[config.mk]
export PLATFORM = sky130hd
export DESIGN_NAME = alu_exec_unit
export DESIGN_NICKNAME = d
export VERILOG_FILES = /design/src/rtl/alu_exec_pkg.sv /design/src/rtl/mdu_iter.sv /design/src/rtl/alu_exec_unit.sv
export SDC_FILE = /design/constraint.sdc
export NUM_CORES = 2
export LEC_CHECK = 0
export ABC_AREA = 1
export CAP_MARGIN = 40
export CORE_MARGIN = 5
export CORE_UTILIZATION = 45
export DETAILED_ROUTE_END_ITERATION = 10
export SYNTH_ARGS = -nofsm -noshare
export SYNTH_HDL_FRONTEND = slang
export SYNTH_HIERARCHICAL = 1
export SYNTH_SLANG_ARGS = --single-unit
export TNS_END_PERCENT = 1
[constraint.sdc]
create_clock -name clk -period 5.4 [get_ports clk]
set_clock_uncertainty 0.05 [all_clocks]
set_input_delay 0.54 -clock clk [delete_from_list [all_inputs] [get_ports clk]]
set_output_delay 0.54 -clock clk [all_outputs]
set_load 0.03 [all_outputs]
[src/rtl/alu_exec_pkg.sv]
// Shared control codes, MDU state/op types and helpers for the EX-stage ALU.
// ALU_FAST_MUL_EN moves mul from the iterative engine to a single-cycle product.
package alu_exec_pkg;

  localparam logic [3:0] CTRL_AND  = 4'b0000;
  localparam logic [3:0] CTRL_OR   = 4'b0001;
  localparam logic [3:0] CTRL_ADD  = 4'b0010;
  localparam logic [3:0] CTRL_SLL  = 4'b0011;
  localparam logic [3:0] CTRL_SLT  = 4'b0100;
  localparam logic [3:0] CTRL_SLTU = 4'b0101;
  localparam logic [3:0] CTRL_BEQ  = 4'b0110;
  localparam logic [3:0] CTRL_XOR  = 4'b0111;
  localparam logic [3:0] CTRL_SRL  = 4'b1000;
  localparam logic [3:0] CTRL_JAL  = 4'b1001;
  localparam logic [3:0] CTRL_SRA  = 4'b1010;
  localparam logic [3:0] CTRL_REM  = 4'b1011;
  localparam logic [3:0] CTRL_NOP  = 4'b1100;
  localparam logic [3:0] CTRL_DIV  = 4'b1101;
  localparam logic [3:0] CTRL_MUL  = 4'b1110;
  localparam logic [3:0] CTRL_BNEQ = 4'b1111;

  typedef enum logic [1:0] {IDLE, ITER, FIX} mdu_state_e;
  typedef enum logic [1:0] {MDU_MUL, MDU_DIV, MDU_REM} mdu_op_e;

  function automatic logic is_multicycle(input logic [3:0] ctrl);
`ifdef ALU_FAST_MUL_EN
    return (ctrl == CTRL_DIV) || (ctrl == CTRL_REM);
`else
    return (ctrl == CTRL_DIV) || (ctrl == CTRL_REM) || (ctrl == CTRL_MUL);
`endif
  endfunction

  function automatic mdu_op_e to_mdu_op(input logic [3:0] ctrl);
    case (ctrl)
      CTRL_DIV: return MDU_DIV;
      CTRL_REM: return MDU_REM;
      default:  return MDU_MUL;
    endcase
  endfunction

endpackage

[src/rtl/mdu_iter.sv]
// Iterative multiply / restoring-divide engine: WIDTH ITER cycles then one FIX cycle.
// state | meaning
// IDLE  | waiting for start, operands latched on start
// ITER  | one shift-add or restore-divide step per cycle, cnt_q WIDTH-1 down to 0
// FIX   | sign correction and special cases; results valid while done=1
import alu_exec_pkg::*;

module mdu_iter #(
  parameter int WIDTH = 32
) (
  input  logic             clk,
  input  logic             reset,
  input  logic             start,
  input  mdu_op_e          op,
  input  logic [WIDTH-1:0] a,
  input  logic [WIDTH-1:0] b,
  output logic             busy,
  output logic             done,
  output logic [WIDTH-1:0] prod,
  output logic [WIDTH-1:0] quot,
  output logic [WIDTH-1:0] rem
);

  localparam int CW = $clog2(WIDTH);
  localparam logic [WIDTH-1:0] MOST_NEG = {1'b1, {(WIDTH-1){1'b0}}};

  mdu_state_e       state_q, state_d;
  logic [CW-1:0]    cnt_q;
  mdu_op_e          op_q;
  logic [WIDTH-1:0] a_q, b_q;
  logic             neg_q;
  logic [WIDTH-1:0] acc_q, mcand_q, mplier_q;
  logic [WIDTH-1:0] rem_q, quo_q, dvsr_q;
  logic [WIDTH:0]   shifted, diff;
  logic             dz, ovf;

  always_ff @(posedge clk) begin
    if (reset) state_q <= IDLE;
    else       state_q <= state_d;
  end

  always_comb begin
    state_d = state_q;
    case (state_q)
      IDLE:    if (start) state_d = ITER;
      ITER:    if (cnt_q == '0) state_d = FIX;
      FIX:     state_d = IDLE;
      default: state_d = IDLE;
    endcase
  end

  assign shifted = {rem_q, quo_q[WIDTH-1]};
  assign diff    = shifted - {1'b0, dvsr_q};

  always_ff @(posedge clk) begin
    if (reset) begin
      cnt_q    <= '0;
      op_q     <= MDU_MUL;
      a_q      <= '0;
      b_q      <= '0;
      neg_q    <= 1'b0;
      acc_q    <= '0;
      mcand_q  <= '0;
      mplier_q <= '0;
      rem_q    <= '0;
      quo_q    <= '0;
      dvsr_q   <= '0;
    end else if (state_q == IDLE && start) begin
      cnt_q    <= CW'(WIDTH - 1);
      op_q     <= op;
      a_q      <= a;
      b_q      <= b;
      neg_q    <= a[WIDTH-1] ^ b[WIDTH-1];
      acc_q    <= '0;
      mcand_q  <= a;
      mplier_q <= b;
      rem_q    <= '0;
      quo_q    <= a[WIDTH-1] ? -a : a;
      dvsr_q   <= b[WIDTH-1] ? -b : b;
    end else if (state_q == ITER) begin
      cnt_q <= cnt_q - CW'(1);
      if (op_q == MDU_MUL) begin
        if (mplier_q[0]) acc_q <= acc_q + mcand_q;
        mcand_q  <= mcand_q << 1;
        mplier_q <= mplier_q >> 1;
      end else if (!diff[WIDTH]) begin
        rem_q <= diff[WIDTH-1:0];
        quo_q <= {quo_q[WIDTH-2:0], 1'b1};
      end else begin
        rem_q <= shifted[WIDTH-1:0];
        quo_q <= {quo_q[WIDTH-2:0], 1'b0};
      end
    end
  end

  // Special cases override the magnitude datapath, so latency never changes.
  assign dz  = (b_q == '0);
  assign ovf = (a_q == MOST_NEG) && (b_q == '1);

  always_comb begin
    prod = acc_q;
    if (dz)         quot = '1;
    else if (ovf)   quot = a_q;
    else if (neg_q) quot = -quo_q;
    else            quot = quo_q;
    if (dz)                 rem = a_q;
    else if (ovf)           rem = '0;
    else if (a_q[WIDTH-1])  rem = -rem_q;
    else                    rem = rem_q;
  end

  assign busy = (state_q != IDLE);
  assign done = (state_q == FIX);

endmodule

[src/rtl/alu_exec_unit.sv]
// EX-stage ALU: single-cycle datapath, valid/ready handshake and output registers.
// Build option ALU_FAST_MUL_EN makes mul single-cycle; div/rem always use mdu_iter.
import alu_exec_pkg::*;

module alu_exec_unit #(
  parameter int WIDTH = 32,
  parameter int SHW   = $clog2(WIDTH)
) (
  input  logic             clk,
  input  logic             reset,
  input  logic             valid_in,
  output logic             ready,
  input  logic [3:0]       alu_ctrl,
  input  logic [WIDTH-1:0] op_a,
  input  logic [WIDTH-1:0] op_b,
  output logic             valid_out,
  output logic [WIDTH-1:0] result,
  output logic             zero,
  output logic             branch_taken
);

  logic             accept, multi, eq, br_now;
  logic [SHW-1:0]   sh;
  logic [WIDTH-1:0] diff, alu_res, mdu_res;
  logic             mdu_busy, mdu_done;
  logic [WIDTH-1:0] mdu_prod, mdu_quot, mdu_rem;
  logic             zero_pend;
  mdu_op_e          mop_pend;

  assign ready  = !mdu_busy;
  assign accept = valid_in && ready;
  assign multi  = is_multicycle(alu_ctrl);
  assign sh     = op_b[SHW-1:0];
  assign diff   = op_a - op_b;
  assign eq     = (diff == '0);
  assign br_now = (alu_ctrl == CTRL_BEQ) ? eq : (alu_ctrl == CTRL_BNEQ) ? !eq : 1'b0;

  always_comb begin
    alu_res = '0;
    case (alu_ctrl)
      CTRL_AND:  alu_res = op_a & op_b;
      CTRL_OR:   alu_res = op_a | op_b;
      CTRL_ADD:  alu_res = op_a + op_b;
      CTRL_SLL:  alu_res = op_a << sh;
      CTRL_SLT:  alu_res = WIDTH'($signed(op_a) < $signed(op_b));
      CTRL_SLTU: alu_res = WIDTH'(op_a < op_b);
      CTRL_BEQ:  alu_res = diff;
      CTRL_XOR:  alu_res = op_a ^ op_b;
      CTRL_SRL:  alu_res = op_a >> sh;
      CTRL_JAL:  alu_res = op_a + WIDTH'(4);
      CTRL_SRA:  alu_res = $signed(op_a) >>> sh;
      CTRL_BNEQ: alu_res = diff;
`ifdef ALU_FAST_MUL_EN
      CTRL_MUL:  alu_res = op_a * op_b;
`endif
      default:   alu_res = '0;
    endcase
  end

  mdu_iter #(.WIDTH(WIDTH)) u_mdu (
    .clk   (clk),
    .reset (reset),
    .start (accept && multi),
    .op    (to_mdu_op(alu_ctrl)),
    .a     (op_a),
    .b     (op_b),
    .busy  (mdu_busy),
    .done  (mdu_done),
    .prod  (mdu_prod),
    .quot  (mdu_quot),
    .rem   (mdu_rem)
  );

  always_comb begin
    case (mop_pend)
      MDU_DIV: mdu_res = mdu_quot;
      MDU_REM: mdu_res = mdu_rem;
      default: mdu_res = mdu_prod;
    endcase
  end

  // zero is captured at accept so later operand changes cannot disturb it.
  always_ff @(posedge clk) begin
    if (reset) begin
      valid_out    <= 1'b0;
      result       <= '0;
      zero         <= 1'b0;
      branch_taken <= 1'b0;
      zero_pend    <= 1'b0;
      mop_pend     <= MDU_MUL;
    end else begin
      valid_out <= 1'b0;
      if (accept && !multi) begin
        valid_out    <= 1'b1;
        result       <= alu_res;
        zero         <= eq;
        branch_taken <= br_now;
      end
      if (accept && multi) begin
        zero_pend <= eq;
        mop_pend  <= to_mdu_op(alu_ctrl);
      end
      if (mdu_done) begin
        valid_out    <= 1'b1;
        result       <= mdu_res;
        zero         <= zero_pend;
        branch_taken <= 1'b0;
      end
    end
  end

endmodule

Word level (Yosys, flattened, before mapping)
Index checks and enable logic that the tools add are counted.
{"block": "word_totals", "latchBits": 0, "memories": 0, "ramBits": 0, "wordCells": 124, "mem_bits_ro": 0, "input_bits": 71, "output_inout_bits": 36, "ff_bits": 304}
{"block": "op_classes", "n_mux": 35, "order_cmp": 2, "reduce_logical": 28, "bitwise": 5, "n_shift": 3, "n_div": 0, "multipliers": 0, "add_sub_neg": 10, "n_eq_ne": 23}
{"op": "two-way mux 32 bit", "n": 20}
{"op": "case mux 32 bit (11 select lines)", "n": 1}
{"op": "negation 32 bit", "n": 4}
{"op": "adder 32 bit", "n": 2}
{"op": "== test 32 bit (second input constant)", "n": 2}
{"op": "logical NOT 32 bit", "n": 2}
{"op": "less-than comparator 32 bit", "n": 2}
{"op": "case mux 32 bit (2 select lines)", "n": 1}
{"op": "subtractor 33 x 32 -> 33 bit", "n": 1}
{"op": "adder 32 x 3 -> 32 bit (second input constant)", "n": 1}
{"op": "bitwise AND 32 bit", "n": 1}
{"op": "OR 32 bit", "n": 1}
{"op": "left shift 32 x 5 -> 32 bit", "n": 1}
{"op": ">> shifter 32 x 5 -> 32 bit", "n": 1}
{"op": ">>> shifter 32 x 5 -> 32 bit", "n": 1}
{"op": "subtractor 32 bit", "n": 1}
{"op": "XOR 32 bit", "n": 1}
{"op": "== test 4 bit (second input constant)", "n": 7}
{"op": "== test 4 x 3 -> 1 bit (second input constant)", "n": 4}
{"op": "two-way mux 5 bit", "n": 2}
{"op": "== test 4 x 2 -> 1 bit (second input constant)", "n": 2}
{"op": "case mux 2 bit (2 select lines)", "n": 2}
{"op": "AND reduction 2 bit", "n": 4}
{"op": "nonzero test 2 bit", "n": 4}
{"op": "other kinds (17)", "n": 38}

Logic depth before layout (Yosys ltp)
{"block": "depth", "depth_word": 7, "depth_mapped": 24, "mapped_depth_nobuf": 22}

Cells and area by module
The synthesis kept the hierarchy.
{"mod": "mdu_iter", "area_per_inst_um2": 18697.9, "seq_area_each_um2": 5305.1, "instances": 1, "cells_each": 3044}
{"mod": "alu_exec_unit", "area_per_inst_um2": 13111.3, "seq_area_each_um2": 760.7, "instances": 1, "cells_each": 2538}

Worst setup path before layout
Ideal clock, no wire load.
{"block": "synth_timing", "kind": "input-to-reg", "from": "input port op_b[2]", "to": "register branch_taken", "t_arrival_ns": 2.812, "path_buffers": 3, "stages": 24, "slack_ns": 2.478, "path_cell_list": "inv_1 -> clkbuf_1 -> clkbuf_1 -> ha_1 -> buf_6 -> inv_4 -> nand2_1 -> nand2_1 -> nand3_1 -> nand2_2 -> nand2_1 -> nand2_1 -> nand2_1 -> nand2_1 -> nand2_1 -> nand2_1 -> nand2_1 -> nand2_1 -> nand2_1 -> nor2_1 -> nand3_2 -> nand2_1 -> nand3_1 -> nand2_1"}
{"block": "synth_via", "elab_chain_cells": 5}
{"element": "start, declared", "line_no": "alu_exec_unit.sv:15", "rtl": "input logic [WIDTH-1:0] op_b,"}
{"element": "subtractor 32 bit *", "line_no": "alu_exec_unit.sv:34", "rtl": "assign diff = op_a - op_b;"}
{"element": "logical NOT 32 bit *", "line_no": "alu_exec_unit.sv:35", "rtl": "assign eq = (diff == '0);"}
{"element": "logical NOT 1 bit", "line_no": "alu_exec_unit.sv:36", "rtl": "assign br_now = (alu_ctrl == CTRL_BEQ) ? eq : (alu_ctrl == CTRL_BNEQ) ? !eq : 1'b0;"}
{"element": "two-way mux 1 bit", "line_no": "alu_exec_unit.sv:36"}
{"element": "two-way mux 1 bit *", "line_no": "alu_exec_unit.sv:36"}
{"element": "end signal, assigned", "line_no": "alu_exec_unit.sv:97", "rtl": "branch_taken <= br_now;"}
{"element": "end, declared", "line_no": "alu_exec_unit.sv:19", "rtl": "output logic branch_taken"}
Every way passes the cells marked *; elsewhere a longest branch is shown, timed or not.
A chain may end at the register's enable or synchronous reset.

Final worst setup path
{"block": "layout_timing", "from": "input port op_a[19]", "to": "register result[24]"}
{"block": "layout_via", "elab_chain_cells": 4, "elab_cells_between_ends": 9, "cone_classes": "add/sub (3); shift (3); mux (3)"}
{"element": "start, declared", "line_no": "alu_exec_unit.sv:14", "rtl": "input logic [WIDTH-1:0] op_a,"}
{"element": "subtractor 32 bit (tied with other cells)", "line_no": "alu_exec_unit.sv:34"}
{"element": "case mux 32 bit (11 select lines) *", "line_no": "alu_exec_unit.sv:40", "rtl": "case (alu_ctrl)"}
{"element": "two-way mux 32 bit *", "line_no": "alu_exec_unit.sv:93", "rtl": "if (accept && !multi) begin"}
{"element": "two-way mux 32 bit *", "line_no": "alu_exec_unit.sv:103", "rtl": "if (mdu_done) begin"}
{"element": "end signal, assigned", "line_no": "alu_exec_unit.sv:95", "rtl": "result <= alu_res;"}
{"element": "end signal, assigned", "line_no": "alu_exec_unit.sv:105", "rtl": "result <= mdu_res;"}
{"element": "end, declared", "line_no": "alu_exec_unit.sv:17", "rtl": "output logic [WIDTH-1:0] result,"}
Every way passes the cells marked *; elsewhere a longest branch is shown, timed or not. The select of a mux whose other input is x is not followed.

==> flow_summary.yaml <==
synthesis:
  synth_ff_type: "dfxtp_1"
  ys_ff_latch: 303
  synth_nets: 5836
  syn_area_sq_mm: 0.03181
  avgSynthCellArea_sq_um: 5.699
  yosysWarnings: 6
  async_flop_share_pct: 0
  ys_types: 60
  synthCells: 5582
  seq_area_frac_synth_pct: 19.07
  synth_edf_count: 0
place:
  dp.cells: 6470
  placement.io_buffers: 106
  gp_congestion: 1.095
  hpwl_mm: 128.0
  place_area_sq_mm: 0.03367
setup_path:
  worst_setup_path_end_kind: "flop"
  crit_fanout: 10
  path_cells: "clkdlybuf4s50_1 > inv_1 > ha_1 > nand2_1 > nor2_1 > inv_1 > nor3_1 > nand4_1 > nand3_1 > a21oi_1 > o21ai_0 > nand4_1 > nand2_1 > a21oi_1"
  cp_slowest_cell: "clkdlybuf4s50_1"
  cp.arrival_ns: 4.71
  cpPeakStageDelay_ns: 0.96
  startpoint_type: "primary input"
  worst-endpoint-required_ns: 5.81
  crit_type: "primary input to flop"
finish:
  final_cell_mix: "nand2_1 (1572), inv_1 (703), nor2_1 (517)"
  postLayoutCoreUtil_pct: 49.94
  layout-drive-gt1-share_pct: 5.269
  final_common_cell: "nand2_1"
  final_area_sq_mm: 0.03497
  finalNonFillerCells: 6544
  nFillCells: 7737
  syn2layout_area_growth_pct: 9.936
  fin_nets: 5825
floorplanning:
  die_x_microns: 275.9
  fp.dieH_microns: 275.9
  io_pins: 107
  num_rows: 97
  core_sq_mm: 0.07003
  dieArea_sq_mm: 0.07610
  start_util_pct: 45.42
global_route:
  grt_pass1_wl_mm: 231.8
  overflow: 0
  grt_usage_pct: 40.31
  grt_max_degree: 84
  grt_pass1_vias: 35270
  antenna_found_initial: 9
power:
  total_power_mw: 7.779
  power_frac_clock_pct: 34.4
  p_switching_mw: 3.158
  ir_worst_vdd_mv: 0.2665
  p_per_area_mw_per_mm2: 222.5
  seq_power_share_pct: 31.2
  comb_power_share_pct: 34.4
  switching_share_pct: 40.60
  p_int_mw: 4.621
  total_leakage_power_nw: 16.62
routing:
  routed_wl_mm: 159.0
  drt-initial-drc-count: 5320
  wl_per_cell_microns: 24.30
  ant_nets: 0
  drt_first_pass_iters: 7
  vias_per_cell: 5.978
  vias: 39120
  drc: 0
clock_tree:
  cts_hold_buf: 0
  clk_path_buf_depth: 3
  cts_setup_buffers: 0
  root_buffer: "clkbuf_16"
  ctsResizeCount: 0
  cts_tree: "built"
  cts_max_level: 2
  path_clk_slew_ns: 0.06
  clock-sinks: 303
  clk_latency_ns: 0.58
  cts_buffers: 39
timing:
  fin_tns_setup_ns: 0
  rsz0062_at_grt: "false"
  hold_viol: 0
  drv_slew: 0
  layout_min_cycle_time_ns: 4.301
  finalSetupViolations: 0
  relSlewSlack_pct: 29.49
  fin_crit_sh_pct: 79.66
  worst_slew_pin_slew_ns: 1.058
  fmax_ghz: 0.2325
run_status:
  status: "completed"
run:
  cap_violations: 0
worst_hold_path:
  min_path_type: "flop to flop"
## cells by family (layout without fill, tap and decap cells)
logic type / Yosys count / count (layout) / share of synthesized area (%)
buffers and inverters: 993 / 1010 / 12.44
AND/OR/NAND/NOR: 2822 / 2822 / 37.49
AO/OA/AOI/OAI: 1208 / 1208 / 21.67
XOR/XNOR: 68 / 68 / 1.872
other: 0 / 5 / 0
adder cells (fa/ha/maj): 183 / 183 / 7.293
flip-flops: 303 / 303 / 19.07
multiplexers: 5 / 5 / 0.1573
## cell usage after synthesis (4+ instances only)
| master | count | area [sq um] |
|---|---|---|
| a221o_1 | 17 | 170.2 |
| and2_1 | 12 | 75.07 |
| a22oi_1 | 5 | 37.54 |
| buf_1 | 36 | 135.1 |
| fa_1 | 4 | 80.08 |
| o211ai_1 | 56 | 420.4 |
| o21ai_1 | 110 | 550.5 |
| a221oi_1 | 32 | 280.3 |
| a31oi_1 | 41 | 256.5 |
| ha_1 | 179 | 2240 |
| nand4_1 | 105 | 656.9 |
| buf_4 | 18 | 135.1 |
| o21ai_0 | 384 | 1922 |
| buf_2 | 62 | 310.3 |
| clkbuf_1 | 125 | 469.2 |
| a21o_1 | 11 | 82.58 |
| nand3b_1 | 9 | 67.56 |
| mux2i_1 | 5 | 50.05 |
| nand3_1 | 404 | 2022 |
| nand2_1 | 1572 | 5901 |
| a211oi_1 | 5 | 37.54 |
| o21bai_1 | 21 | 157.7 |
| nor3_1 | 79 | 395.4 |
| o21a_1 | 35 | 262.8 |
| inv_1 | 705 | 2646 |
| nor4_1 | 41 | 256.5 |
| a21oi_1 | 383 | 1917 |
| dfxtp_1 | 303 | 6066 |
| xor2_1 | 56 | 490.5 |
| o21ai_2 | 6 | 52.55 |
| xnor2_1 | 12 | 105.1 |
| nor2_1 | 519 | 1948 |
| a21oi_2 | 10 | 87.58 |
| a31o_2 | 4 | 35.03 |
| inv_2 | 30 | 112.6 |
| nor2_4 | 6 | 67.56 |
| nor2_2 | 28 | 175.2 |
| nand2_2 | 11 | 68.82 |
| o22ai_1 | 60 | 375.4 |
| or2_2 | 12 | 75.07 |
| o221ai_1 | 13 | 113.9 |
| buf_6 | 11 | 123.9 |
| nand3_2 | 6 | 60.06 |
| clkinv_1 | 5 | 18.77 |
| nor3_2 | 8 | 80.08 |
## registers in the layout, summed over array words and instances, names as in the netlist, 2 cells and up
signal          flops
mop_pend            2
result             32
u_mdu/a_q          32
u_mdu/b_q          32
u_mdu/cnt_q         5
u_mdu/dvsr_q       31
u_mdu/mcand_q      32
u_mdu/mplier_q     32
u_mdu/op_q          2
u_mdu/prod         32
u_mdu/quo_q        32
u_mdu/rem_q        32
u_mdu/state_q       2
## area by class of cell
type	count	area, sq um	share of cell area (%)
inverters	741	2785	7.965
repair buffers	200	1834	5.245
clock inverters	20	226.5	0.6476
multi-input cells	4286	21810	62.36
well taps	940	1176	3.363
clock buffers	49	1064	3.041
flip-flops and latches	303	6066	17.35
diodes	5	12.51	0.03578
## power groups by stage
stage | clock, mW | sequential [mW] | combinational, mW
after floorplan | 0 | 2.48 | 1.60
final | 2.68 | 2.42 | 2.68
after global routing | 2.80 | 2.43 | 2.86
after CTS | 2.71 | 2.42 | 2.57
after detailed placement | 0 | 2.47 | 2.56
after global placement | 0 | 2.47 | 2.56
## metrics by stage
step	worst slack, ns	hold WS (ns)
2_1_floorplan	2.478	0.3761
3_3_place_gp	0.7288	0.3914
3_5_place_dp	0.7637	0.3996
4_1_cts	1.363	0.3926
5_1_grt	1.051	0.4107
6_report	1.099	0.4091
## layer usage
metal  vias to the layer above  wire length, microns  GRT usage, %
met1                     17990                 67350         55.95
met3                       371                 20440         12.56
li1                      18380                     -             -
met2                      2369                 62980         57.64
met4                         6                  8232         16.87
met5                         -                    33             0
## critical path, delay by kind of cell
family,cells,cell delay (ns)
compound gates,3,0.31
buf+inv,3,1.40
simple gates,7,1.78
fa+ha+maj,1,0.65
## final timing paths
kind,from,end,slack (ns),depth (start not counted)
min,u_mdu/dvsr_q[26],u_mdu/dvsr_q[26],0.41,2
max,op_a[19],result[24],1.10,14
min reg2reg,u_mdu/dvsr_q[26],u_mdu/dvsr_q[26],0.41,2
max reg2reg,u_mdu/b_q[0],result[16],1.60,10
Note: power is estimated with default switching activity, not from simulation.
